===== config.mk =====
export PLATFORM = sky130hd
export DESIGN_NAME = nios_system_mul_sequencer
export DESIGN_NICKNAME = d
export VERILOG_FILES = /design/src/rtl/nios_mul_seq_pkg.sv /design/src/rtl/nios_system_mul16_cell.sv /design/src/rtl/nios_system_mul_sequencer.sv
export SDC_FILE = /design/constraint.sdc
export NUM_CORES = 1
export LEC_CHECK = 0
export CELL_PAD_IN_SITES_DETAIL_PLACEMENT = 0
export CELL_PAD_IN_SITES_GLOBAL_PLACEMENT = 1
export CORE_UTILIZATION = 40
export CTS_CLUSTER_SIZE = 40
export DETAILED_ROUTE_END_ITERATION = 12
export GPL_ROUTABILITY_DRIVEN = 0
export GPL_TIMING_DRIVEN = 1
export PLACE_DENSITY_LB_ADDON = 0.1
export SLEW_MARGIN = 10
export SYNTH_ARGS = -nofsm -noshare
export SYNTH_HDL_FRONTEND = slang
export SYNTH_SLANG_ARGS = --single-unit

===== constraint.sdc =====
create_clock -name clk -period 21.5 [get_ports clk]
set_input_delay 4.3 -clock clk [delete_from_list [all_inputs] [get_ports clk]]
set_output_delay 4.3 -clock clk [all_outputs]
set_load 0.005 [all_outputs]

===== src/rtl/nios_mul_seq_pkg.sv =====
// Shared types and constants for the sequenced 32x32 multiplier.
// NIOS_MUL_SEQ_MULX_EN selects the high-word (MULX) ops and the 64-bit accumulator.
package nios_mul_seq_pkg;

   typedef enum logic [1:0] {
      OpMul   = 2'd0,
      OpMulxuu = 2'd1,
      OpMulxsu = 2'd2,
      OpMulxss = 2'd3
   } mul_op_e;

   typedef enum logic [2:0] {
      StIdle = 3'd0,
      StPp0  = 3'd1,
      StPp1  = 3'd2,
      StPp2  = 3'd3,
      StPp3  = 3'd4,
      StAcc  = 3'd5,
      StFix  = 3'd6,
      StResp = 3'd7
   } state_e;

   localparam int unsigned MUL_LATENCY  = 5;
   localparam int unsigned MULX_LATENCY = 7;

`ifdef NIOS_MUL_SEQ_MULX_EN
   localparam int unsigned ACC_W = 64;
`else
   localparam int unsigned ACC_W = 32;
`endif

   function automatic logic is_mulx(input mul_op_e op);
      return op != OpMul;
   endfunction

   // Amount to subtract from the unsigned high word to get the signed/mixed high word.
   function automatic logic [31:0] high_word_correction(input mul_op_e op,
                                                        input logic [31:0] a,
                                                        input logic [31:0] b);
      logic [31:0] corr;
      corr = '0;
      if ((op == OpMulxsu || op == OpMulxss) && a[31]) begin
         corr = corr + b;
      end
      if (op == OpMulxss && b[31]) begin
         corr = corr + a;
      end
      return corr;
   endfunction

endpackage


===== src/rtl/nios_system_mul16_cell.sv =====
// 16x16 unsigned multiplier with registered 32-bit product; the block's only DSP.
module nios_system_mul16_cell (
   input  logic        clk,
   input  logic        reset,
   input  logic [15:0] a,
   input  logic [15:0] b,
   output logic [31:0] p
);

   logic [31:0] prod_q;

   always_ff @(posedge clk or posedge reset) begin
      if (reset) begin
         prod_q <= '0;
      end else begin
         prod_q <= 32'(a) * 32'(b);
      end
   end

   assign p = prod_q;

endmodule


===== src/rtl/nios_system_mul_sequencer.sv =====
// Multi-cycle 32x32 multiply controller built around one registered 16x16 multiplier.
// Define NIOS_MUL_SEQ_MULX_EN to build the MULX high-word ops; otherwise every op is MUL.
module nios_system_mul_sequencer
   import nios_mul_seq_pkg::*;
(
   input  logic        clk,
   input  logic        reset,
   input  logic        req_valid,
   output logic        req_ready,
   input  logic [1:0]  req_op,
   input  logic [31:0] req_src1,
   input  logic [31:0] req_src2,
   output logic        resp_valid,
   input  logic        resp_ready,
   output logic [31:0] resp_result
);

   state_e           state_q, state_d;
   logic [31:0]      src1_q, src2_q;
   logic [ACC_W-1:0] acc_q, acc_d;
   logic [15:0]      mul_a, mul_b;
   logic [31:0]      mul_p;
   logic             accept;

`ifdef NIOS_MUL_SEQ_MULX_EN
   mul_op_e          op_q;
`else
   logic             unused_req_op;
   assign unused_req_op = ^req_op;
`endif

   assign accept = req_valid && (state_q == StIdle);

   nios_system_mul16_cell u_mul16 (
      .clk   (clk),
      .reset (reset),
      .a     (mul_a),
      .b     (mul_b),
      .p     (mul_p)
   );

   always_ff @(posedge clk or posedge reset) begin
      if (reset) begin
         state_q <= StIdle;
         acc_q   <= '0;
         src1_q  <= '0;
         src2_q  <= '0;
`ifdef NIOS_MUL_SEQ_MULX_EN
         op_q    <= OpMul;
`endif
      end else begin
         state_q <= state_d;
         acc_q   <= acc_d;
         if (accept) begin
            src1_q <= req_src1;
            src2_q <= req_src2;
`ifdef NIOS_MUL_SEQ_MULX_EN
            op_q   <= mul_op_e'(req_op);
`endif
         end
      end
   end

   // Each state issues one partial product and accumulates the one issued the cycle before.
   always_comb begin
      state_d    = state_q;
      acc_d      = acc_q;
      mul_a      = '0;
      mul_b      = '0;
      req_ready  = 1'b0;
      resp_valid = 1'b0;

      case (state_q)
         StIdle: begin
            req_ready = 1'b1;
            if (req_valid) begin
               acc_d   = '0;
               state_d = StPp0;
            end
         end

         StPp0: begin
            mul_a   = src1_q[15:0];
            mul_b   = src2_q[15:0];
            state_d = StPp1;
         end

         StPp1: begin
            acc_d   = acc_q + ACC_W'(mul_p);
            mul_a   = src1_q[31:16];
            mul_b   = src2_q[15:0];
            state_d = StPp2;
         end

         StPp2: begin
            acc_d   = acc_q + (ACC_W'(mul_p) << 16);
            mul_a   = src1_q[15:0];
            mul_b   = src2_q[31:16];
`ifdef NIOS_MUL_SEQ_MULX_EN
            state_d = is_mulx(op_q) ? StPp3 : StAcc;
`else
            state_d = StAcc;
`endif
         end

`ifdef NIOS_MUL_SEQ_MULX_EN
         StPp3: begin
            acc_d   = acc_q + (ACC_W'(mul_p) << 16);
            mul_a   = src1_q[31:16];
            mul_b   = src2_q[31:16];
            state_d = StAcc;
         end

         StAcc: begin
            if (is_mulx(op_q)) begin
               acc_d   = acc_q + (ACC_W'(mul_p) << 32);
               state_d = StFix;
            end else begin
               acc_d   = acc_q + (ACC_W'(mul_p) << 16);
               state_d = StResp;
            end
         end

         StFix: begin
            acc_d[63:32] = acc_q[63:32] - high_word_correction(op_q, src1_q, src2_q);
            state_d      = StResp;
         end
`else
         StAcc: begin
            acc_d   = acc_q + (ACC_W'(mul_p) << 16);
            state_d = StResp;
         end
`endif

         StResp: begin
            resp_valid = 1'b1;
            if (resp_ready) begin
               state_d = StIdle;
            end
         end

         default: begin
            state_d = StIdle;
         end
      endcase
   end

   // The accumulator is frozen in StResp, so the result holds under backpressure.
`ifdef NIOS_MUL_SEQ_MULX_EN
   assign resp_result = (op_q == OpMul) ? acc_q[31:0] : acc_q[63:32];
`else
   assign resp_result = acc_q;
`endif

endmodule


==> out/results.txt <==
Status - finished, final reports clean
Post-DP HPWL - 36100 um
Avg WL per Cell - 19.8 um
Initial core utilization - 40.5%
Reg-to-reg slack, setup - 11.85 ns
Hold depth - 1
Max-cap viol count - 0
Syn nets - 2106
Fraction of registers with async set or reset after synthesis - 100%
Unrepaired setup endpoints after global routing - no
Layout overhead on the synthesized area - 14.1%
Synth top area share - 25.1%
Synth warn - 0
Clk sink count - 131
CP max stage delay - 1.05 ns
Beginning of the worst hold path - src2_q[30]
Worst Skew - 0.0131 ns
Post-Syn Area - 15600 sq um
Hold WC Path Type - flop to flop
Initial DRT Pass Iterations - 5
Min-Delay Endpoint - src2_q[30]
Core area - 38600 sq um
GRT overflow - 0
Top FF cell, synth - dfrtp_1
Critical path class - flop to flop
Initial antenna violation count - 2
R2r endpoint - u_mul16.p[28]
CTS Root Cell - clkbuf_16
Worst setup margin - 11.85 ns
CTS Buffer Depth - 2
Via density per instance - 5.27
Layout fillers - 3763
Final Routed Wirelength - 45700 um
Top-count cell post-synth - inv_1
Max Freq - 104 MHz
CTS tree - done
CTS clk-pin slew, worst paths - 0.06 ns
Crit path buf inv count - 5
Most frequent cells after synthesis - inv_1, nand2_1, fa_1, nor2_1, ha_1
Post-Synthesis Cells - 1690
Setup bufs post-CTS - 0
CP Launch Type - flop
GRT Total Usage - 24.2%
Worst R2R Start - state_q[1]
Post-synth EDFFs - 0
Setup crit end kind - flop
Mapped Avg Cell Area - 9.26 sq um
Worst-path cell chain - inv_1 -> nor3_2 -> buf_4 -> a22o_1 -> nand2_1 -> fa_1 -> fa_1 -> fa_1 -> fa_1 -> inv_1 -> fa_1 -> inv_1 -> fa_1 -> inv_1 -> ha_1 -> a21oi_2 -> nand2_1 -> a21o_1 -> o31a_1 -> o21a_1 -> o31a_1 -> o21ai_4 -> or4b_1 -> o311ai_1
Die height - 200 um
Crit share post-route - 44.9%
Resized cells post-CTS - 0
Area leader, netlist - fa_1
Area contributors post-synth - fa_1, dfrtp_1, ha_1, inv_1, mux2_2
Worst r2r path cells - 24
#FFs+latches synth - 131
TritonCTS buffer count - 17
Layout cells sized above 1 - 8.39%
Die area - 39900 sq um
Top delay family on crit path - adder cells
Worst Tran Pin Value - 1.25 ns
Slew Viols, Final - 0
Sequential share of the synthesized area - 21.0%
Worst skew pair latency - 0.46 ns
1st-iter DRT viols - 582
Number of core rows - 72
Setup violators final - 0
Critical Path AT - 9.98 ns
CTS HTree Levels - 4
Relative slew slack - 16.8%
DR vias - 12200
Min Clock Period, post-route - 9.65 ns
Dpl ws - 11.85 ns
Worst path slowest cell - dfrtp_1
IO Port Bufs - 101
Crit Path Max Fanout - 32
Post-route ant nets - 0
Residual DRC - 0
Post-layout nets - 2191
Number of global-route vias before repair - 12600
Critical Path RT - 21.82 ns
I/O pin cnt - 104
Hold Buf Count CTS - 0
Pin count of the biggest net entering global routing - 79
Netlist cell types - 61
Crit path top cell by count - fa_1
First-pass GRT wire length - 71600 um
Fin Setup TNS - 0 ns
Die extent in x - 200 um
Final Hold Fails - 0
cell families (layout without fill, tap and decap cells):
group / count (synthesis) / after routing / synth area share (%)
xor gates and xnor gates: 63 / 63 / 3.53
adders and majority gates: 346 / 346 / 37.1
buffers and inverters: 298 / 396 / 7.15
AOI/OAI and AO/OA: 284 / 284 / 12.3
DFF: 131 / 131 / 21.0
muxes: 84 / 84 / 6.00
other: 0 / 1 / 0
and+or+nand+nor: 484 / 484 / 13.0
worst max path at each step:
stage / cells past startpoint / slack (ns) / start / to
global placement: 24 / 11.94 / state_q[1] / u_mul16.p[28]
detailed placement: 24 / 11.85 / state_q[1] / u_mul16.p[28]
global route: 24 / 11.40 / state_q[1] / u_mul16.p[28]
floorplan: 1 / 13.70 / reset / resp_result[0]
CTS: 24 / 11.83 / state_q[1] / u_mul16.p[28]
finish: 24 / 11.85 / state_q[1] / u_mul16.p[28]
metrics by stage:
| step | std cells | hold slack, ns | util, % | instance area (sq um) |
|---|---|---|---|---|
| floorplan | 1690 | 0.475 | - | 15600 |
| global placement | 2274 | 0.491 | 44.7 | 17300 |
| CTS | 2306 | 0.508 | 46.2 | 17800 |
| detailed placement | 2274 | 0.492 | 44.7 | 17300 |
| finish | 2307 | 0.505 | 46.2 | 17800 |
| global route | 2307 | 0.521 | 46.2 | 17800 |
final cells by class:
class	instances	area (sq um)	area share (%)
Antenna cell	1	2.50	0.0140
Inverter	241	910	5.10
Multi-Input combinational cell	1261	11300	63.2
Timing Repair Buffer	123	1180	6.59
Clock buffer	18	429	2.41
Sequential cell	131	3280	18.4
Tap cell	518	648	3.63
Clock inverter	14	129	0.722
routing by layer:
| layer | vias up | share of wire [%] | track usage, % |
|---|---|---|---|
| li1 | 5725 | - | - |
| met2 | 262 | 48 | 41.0 |
| met5 | - | 0 | 0 |
| met4 | 0 | 2.3 | 8.06 |
| met3 | 49 | 3.6 | 2.91 |
| met1 | 6116 | 46 | 32.2 |
layout by cell type, fill, tap and decap left out, types with 22 or more instances in the layout:
cell / n
nand2_1: 227
buf_4: 22
clkdlybuf4s50_1: 101
ha_1: 150
a21oi_1: 68
a22oi_1: 29
inv_1: 240
o21ai_0: 55
nor2_1: 154
mux2_2: 78
a21o_1: 33
fa_1: 196
dfrtp_1: 131
xnor2_1: 44
registers in the layout (all words and copies together), names as in the netlist:
signal       cells
state_q          3
src2_q          32
u_mul16.p       32
resp_result     32
src1_q          32
Power is not shown: default switching activity piles up to over one toggle a cycle in this logic, so the estimate is an artifact.
